<file path="src/rtl/glb_wrport_packer.sv">
// Purpose : packs a narrow IN_WIDTH beat stream into SRAM_WIDTH*MAXPAR write-port
//           lines for one GLB write port, filling only the configured bank count.
// Latency : closing beat accepted at t -> WrPortDatVld at t+1; last line handshake at t -> Done at t+1.
// Backpr. : non-closing beats always pack; only a closing beat stalls, and only while
//           the output register holds an unaccepted line (WrPortDatVld & !WrPortDatRdy).
//
// Ports:
//   clk, rst_n                         clock, asynchronous active-low reset
//   CfgVld/CfgRdy/CfgParBank/CfgNumLine session configuration (accepted in IDLE only)
//   InDat/InDatVld/InDatLast/InDatRdy  input beat stream
//   WrPortDat/Vld/Last, WrPortDatRdy   packed line towards the GLB
//   LineCnt                            lines handshaken to the GLB this session
//   Done                               one-cycle session-complete pulse
module glb_wrport_packer #(
  parameter int IN_WIDTH   = 128,
  parameter int SRAM_WIDTH = 256,
  parameter int MAXPAR     = 4,
  parameter int ADDR_WIDTH = 16,
  localparam int RATIO     = SRAM_WIDTH / IN_WIDTH,
  localparam int PAR_W     = $clog2(MAXPAR) + 1,
  localparam int OUT_WIDTH = SRAM_WIDTH * MAXPAR
) (
  input  logic                  clk,
  input  logic                  rst_n,
  input  logic                  CfgVld,
  output logic                  CfgRdy,
  input  logic [PAR_W-1:0]      CfgParBank,
  input  logic [ADDR_WIDTH-1:0] CfgNumLine,
  input  logic [IN_WIDTH-1:0]   InDat,
  input  logic                  InDatVld,
  input  logic                  InDatLast,
  output logic                  InDatRdy,
  output logic [OUT_WIDTH-1:0]  WrPortDat,
  output logic                  WrPortDatVld,
  output logic                  WrPortDatLast,
  input  logic                  WrPortDatRdy,
  output logic [ADDR_WIDTH-1:0] LineCnt,
  output logic                  Done
);

  localparam int BEATS_MAX = MAXPAR * RATIO;
  localparam int BEAT_W    = $clog2(BEATS_MAX + 1);
  localparam logic [BEAT_W-1:0] RATIO_B = BEAT_W'(RATIO);

  typedef enum logic [1:0] {S_IDLE, S_PACK, S_DRAIN} state_t;

  state_t                state_q, state_d;
  logic [PAR_W-1:0]      par_q, par_d;
  logic [ADDR_WIDTH-1:0] num_line_q, num_line_d;
  logic [BEAT_W-1:0]     beat_cnt_q, beat_cnt_d;
  logic [ADDR_WIDTH-1:0] line_cnt_q, line_cnt_d;
  logic [OUT_WIDTH-1:0]  pack_q, pack_d;
  logic [OUT_WIDTH-1:0]  dat_q, dat_d;
  logic                  vld_q, vld_d;
  logic                  last_q, last_d;
  logic [ADDR_WIDTH-1:0] line_out_q, line_out_d;
  logic                  done_q, done_d;

  logic [BEAT_W-1:0]     beats_per_line;
  logic                  closing;
  logic                  line_last;
  logic                  out_hs;
  logic                  beat_acc;
  logic [OUT_WIDTH-1:0]  pack_wr;

  assign WrPortDat     = dat_q;
  assign WrPortDatVld  = vld_q;
  assign WrPortDatLast = last_q;
  assign LineCnt       = line_out_q;
  assign Done          = done_q;

  always_comb begin
    state_d    = state_q;
    par_d      = par_q;
    num_line_d = num_line_q;
    beat_cnt_d = beat_cnt_q;
    line_cnt_d = line_cnt_q;
    pack_d     = pack_q;
    dat_d      = dat_q;
    vld_d      = vld_q;
    last_d     = last_q;
    line_out_d = line_out_q;
    done_d     = 1'b0;

    CfgRdy         = (state_q == S_IDLE);
    beats_per_line = BEAT_W'(par_q) * RATIO_B;
    closing        = (beat_cnt_q == beats_per_line - BEAT_W'(1)) || InDatLast;
    line_last      = (line_cnt_q == num_line_q - ADDR_WIDTH'(1)) || InDatLast;
    out_hs         = vld_q && WrPortDatRdy;
    // Only a closing beat needs the output register; it may close in the same
    // cycle the held line leaves, which keeps back-to-back lines bubble-free.
    InDatRdy       = (state_q == S_PACK) && !(closing && vld_q && !WrPortDatRdy);
    beat_acc       = InDatVld && InDatRdy;

    // Pack register with the incoming beat merged in at its slot.
    pack_wr = pack_q;
    for (int b = 0; b < BEATS_MAX; b++) begin
      if (beat_cnt_q == BEAT_W'(b)) begin
        pack_wr[b*IN_WIDTH +: IN_WIDTH] = InDat;
      end
    end

    if (out_hs) begin
      vld_d      = 1'b0;
      last_d     = 1'b0;
      line_out_d = line_out_q + ADDR_WIDTH'(1);
    end

    case (state_q)
      S_IDLE: begin
        if (CfgVld) begin
          if (CfgParBank == '0) begin
            par_d = PAR_W'(1);
          end else if (CfgParBank > PAR_W'(MAXPAR)) begin
            par_d = PAR_W'(MAXPAR);
          end else begin
            par_d = CfgParBank;
          end
          num_line_d = CfgNumLine;
          beat_cnt_d = '0;
          line_cnt_d = '0;
          line_out_d = '0;
          pack_d     = '0;
          if (CfgNumLine == '0) begin
            done_d = 1'b1;
          end else begin
            state_d = S_PACK;
          end
        end
      end
      S_PACK: begin
        if (beat_acc) begin
          if (closing) begin
            dat_d      = pack_wr;
            vld_d      = 1'b1;
            last_d     = line_last;
            line_cnt_d = line_cnt_q + ADDR_WIDTH'(1);
            beat_cnt_d = '0;
            pack_d     = '0;
            if (line_last) begin
              state_d = S_DRAIN;
            end
          end else begin
            beat_cnt_d = beat_cnt_q + BEAT_W'(1);
            pack_d     = pack_wr;
          end
        end
      end
      S_DRAIN: begin
        if (out_hs && last_q) begin
          state_d = S_IDLE;
          done_d  = 1'b1;
        end
      end
      default: state_d = S_IDLE;
    endcase
  end

  always_ff @(posedge clk or negedge rst_n) begin
    if (!rst_n) begin
      state_q    <= S_IDLE;
      par_q      <= PAR_W'(1);
      num_line_q <= '0;
      beat_cnt_q <= '0;
      line_cnt_q <= '0;
      pack_q     <= '0;
      dat_q      <= '0;
      vld_q      <= 1'b0;
      last_q     <= 1'b0;
      line_out_q <= '0;
      done_q     <= 1'b0;
    end else begin
      state_q    <= state_d;
      par_q      <= par_d;
      num_line_q <= num_line_d;
      beat_cnt_q <= beat_cnt_d;
      line_cnt_q <= line_cnt_d;
      pack_q     <= pack_d;
      dat_q      <= dat_d;
      vld_q      <= vld_d;
      last_q     <= last_d;
      line_out_q <= line_out_d;
      done_q     <= done_d;
    end
  end

endmodule

</file>
<file path="config.mk">
export PLATFORM = sky130hd
export DESIGN_NAME = glb_wrport_packer
export DESIGN_NICKNAME = d
export VERILOG_FILES = /design/src/rtl/glb_wrport_packer.sv
export SDC_FILE = /design/constraint.sdc
export NUM_CORES = 2
export LEC_CHECK = 0
export ABC_CLOCK_PERIOD_IN_PS = 3800
export CAP_MARGIN = 5
export CORE_UTILIZATION = 35
export CTS_CLUSTER_SIZE = 14
export DETAILED_ROUTE_END_ITERATION = 7
export DONT_BUFFER_PORTS = 1
export PLACE_DENSITY = 0.49
export SLEW_MARGIN = 5
export SYNTH_ARGS = -nofsm -noshare
export SYNTH_HDL_FRONTEND = slang
export SYNTH_SLANG_ARGS = --single-unit
</file>
<file path="constraint.sdc">
create_clock -name clk -period 3.8 [get_ports clk]
set_input_delay 0.95 -clock clk [delete_from_list [all_inputs] [get_ports clk]]
set_output_delay 0.95 -clock clk [all_outputs]
set_load 0.03 [all_outputs]
</file>
==> results.md <==
* Outcome: finished, violations left
* Failing checks: DRC
* CP Max Fanout at 2
* Clock root buffer: clkbuf_16
* H-tree levels at 4
* Antenna violations before repair at 7
* Leak at 46.4 nW
* Clock-pin slew on the worst setup and hold paths at 0.06 ns
* #FFs+latches synth at 2108
* Most used cell, CP: nor2_1
* Wirelength, routed at 338 mm
* Die X at 500 um
* Post-route DRC at 4
* Mux cell area share after synthesis at 11.8%
* Relative max-transition margin at around a fifth
* RSZ-0062 raised after global routing: false
* Pins Over Slew Limit at 0
* Synth Instances at just under 8000
* Tot GR Track Use at 26.6%
* Routed len/inst at between 30 and 40 um
* Initial core utilization at a little over a third
* Combinational family with the most area after synthesis: compound AO/OA/AOI/OAI gates
* Netlist cell types at 52
* CP Capture Type: output pin
* Grt ovf at 0
* Post-synthesis simple-gate area fraction at 8.39%
* Final core utilization at roughly two fifths
* Complex-gate fraction of the synthesized area at 14.4%
* Least-Margin Pin Slew at approximately 1.2 ns
* Drt pass-1 iters at 8
* Minimum clock period after layout at 3.56 ns
* Main flop type after synthesis: dfrtp_1
* Most frequent cells in the layout: 2107 x dfrtp_1, 1733 x nand2_1, 1404 x o21ai_0
* Nets at 7843
* Via count at 60600
* Number of synthesized flops with an enable pin at 0
* DR vias/cell at 5.41
* Power density cells at just under 800 nW/um^2
* Iteration-0 DRC Markers at between 4000 and 5000
* Worst hold path class: in -> async
* Share of layout cells above drive strength 1 at under 10%
* Chip height at roughly 500 um
* CTS Buf Count at 227
* Post-Syn Area at a little under 90000 sq um
* Critical Path Slowest Stage Cell: dfstp_2
* Buf+Inv Stages, Crit Path at 2
* Num rows at 182
* Crit share post-route at around 94%
* DPL Wire Length at 221 mm
* Hold Worst Slack at 0.0257 ns
* Final Hold Viols at 0
* Top Ports at 1198
* Clock tree from TritonCTS: built
* CP top delay family: flip-flops
* Setup TNS at 0 ns
* Worst VDD drop at just over 0.7 mV
* Core ar. at 246000 sq um
* Achievable Freq at between 200 and 300 MHz
* Antenna Violating Nets Remaining at 0
* Largest stage delay on the critical path at around 0.55 ns
* Commonest non-fill, non-tap cell in the layout: dfrtp_1
* Max-cap violations at 0
* Seq/Total Area, Yosys at 60.8%
* CP arrival at 2.61 ns
* Clk_lat worst skew at approximately 0.9 ns
* Synth Area in Adders at less than 1%
* Data required, critical path at 2.85 ns
* Post-synth net total at 8069
* GP Congestion at about 0.83
* First-pass GRT wire length at 479 mm
* Vias in the first global route at 61000
* Clock buffer depth at 3
* Synth warn at 0
* Clock sink count at 2108
* Crit-path cells: inv_1, ha_1, xor2_1, a41oi_4, nor2_1, nor2_1, buf_4
* Port Buffers at 0
* Die area at 250000 sq um
* Pin count of the biggest net entering global routing at 248
* Post-synth ARST share at 100%
* Synthesis-to-layout area growth at 14.5%
* Synth Area per Inst at between 10 and 15 sq um
* Clock Skews at 0.0605 ns
* Final Setup Violations at 0
* Xor and xnor area share after synthesis at 0.553%
* WS Path Type: reg -> out
* Nature of the critical path startpoint: flip-flop
==> worst paths after layout <==
path | from | end | slack, ns | cells after the start
max in group asynchronous | rst_n | WrPortDat[732] | 0.56 | 4
worst max register to register | par_q[0] | pack_q[625] | 0.62 | 9
worst min-delay path | rst_n | pack_q[767] | 0.03 | 1
worst max-delay path | par_q[0] | InDatRdy | 0.24 | 7
worst min register to register | pack_q[224] | pack_q[224] | 0.48 | 2
min in group clk | CfgNumLine[3] | num_line_q[3] | 0.17 | 2
==> Yosys cell counts, types with 8 or more instances <==
| cell type | count | area share (%) |
|---|---|---|
| xor2_1 | 37 | 0.37 |
| nor2_1 | 47 | 0.20 |
| o21ai_0 | 1404 | 8.1 |
| nand2_1 | 1744 | 7.5 |
| clkbuf_1 | 496 | 2.1 |
| and3_1 | 10 | 0.072 |
| nand4_1 | 13 | 0.094 |
| xnor2_1 | 15 | 0.15 |
| o21ai_1 | 153 | 0.88 |
| dfrtp_1 | 2107 | 61 |
| inv_1 | 11 | 0.048 |
| mux2i_1 | 1026 | 12 |
| nand3_1 | 16 | 0.092 |
| ha_1 | 8 | 0.12 |
| buf_4 | 9 | 0.078 |
| buf_2 | 179 | 1.0 |
| buf_6 | 39 | 0.51 |
| o2bb2ai_1 | 512 | 5.2 |
==> final cells by class <==
type	instances	area [sq um]
fill	23800	147000
sequential	2108	52800
multi-input combinational	5059	30800
clock buffer	330	6630
tap	3312	4140
timing repair buffer	275	3570
clock inverter	93	1300
inverter	11	41.3
antenna	5	12.5
==> flip-flops by register name (all words and copies together), names as in the netlist <==
register and flops:
WrPortDatLast 1, state_q 2, line_cnt_q 16, WrPortDatVld 1, par_q 3, pack_q 1024, WrPortDat 1024, LineCnt 16
num_line_q 16, Done 1, beat_cnt_q 4
==> worst register-to-register path, delay by kind of cell (launching register included) <==
family	cells	cell delay (ns)
AOI/OAI and AO/OA	2	0.50
xor gates and xnor gates	1	0.18
buffers and inverters	2	0.43
and+or+nand+nor	3	1.10
adders and majority gates	1	0.30
DFF	1	0.55
==> per-layer routing <==
metal | vias up | GRT usage [%] | part of all wire (%) | routed length (um)
met5 | - | 0 | 0.0039 | 13
met4 | 2 | 8.98 | 3.5 | 11800
met3 | 432 | 10.8 | 10 | 35200
met2 | 2041 | 41.9 | 46 | 155000
met1 | 31300 | 32.8 | 40 | 136000
li1 | 26900 | - | - | -
==> stage by stage <==
| stage | area, sq um | power (mW) | cells | setup slack, ns |
|---|---|---|---|---|
| global placement | 91100 | 55.6 | 10800 | -1.39 |
| finish | 99300 | 78.9 | 11200 | 0.238 |
| floorplan | 86700 | 45.1 | 7908 | 0.961 |
| global route | 99300 | 82.1 | 11200 | 0.0454 |
| detailed placement | 91100 | 55.9 | 10800 | -1.46 |
| CTS | 99200 | 79.6 | 11200 | 0.0469 |
==> where the power goes <==
group / leakage [nW] / switching [mW] / internal [mW]
registers: 29.0 / 9.85 / 26.5
logic: 13.5 / 13.4 / 5.69
clock network: 3.89 / 9.79 / 13.7
==> cells by family after synthesis <==
kind of cell               after synthesis
adders and majority gates                8
AOI/OAI and AO/OA                     2094
muxes                                 1026
buffers and inverters                  741
xor gates and xnor gates                53
and+or+nand+nor                       1878
DFF                                   2108
==> what timing repair did <==
action | 4_1_cts | 5_1_grt
endpoints found under the hold margin | 91 | 0
setup buffers | 1 | 0
hold buffers | 2 | 0
pin swaps | 1 | 2
cloned | 2 | 2
setup endpoints to repair | 236 | 362
resized for setup | 0 | 0
Power figures use the tool's default switching activity.
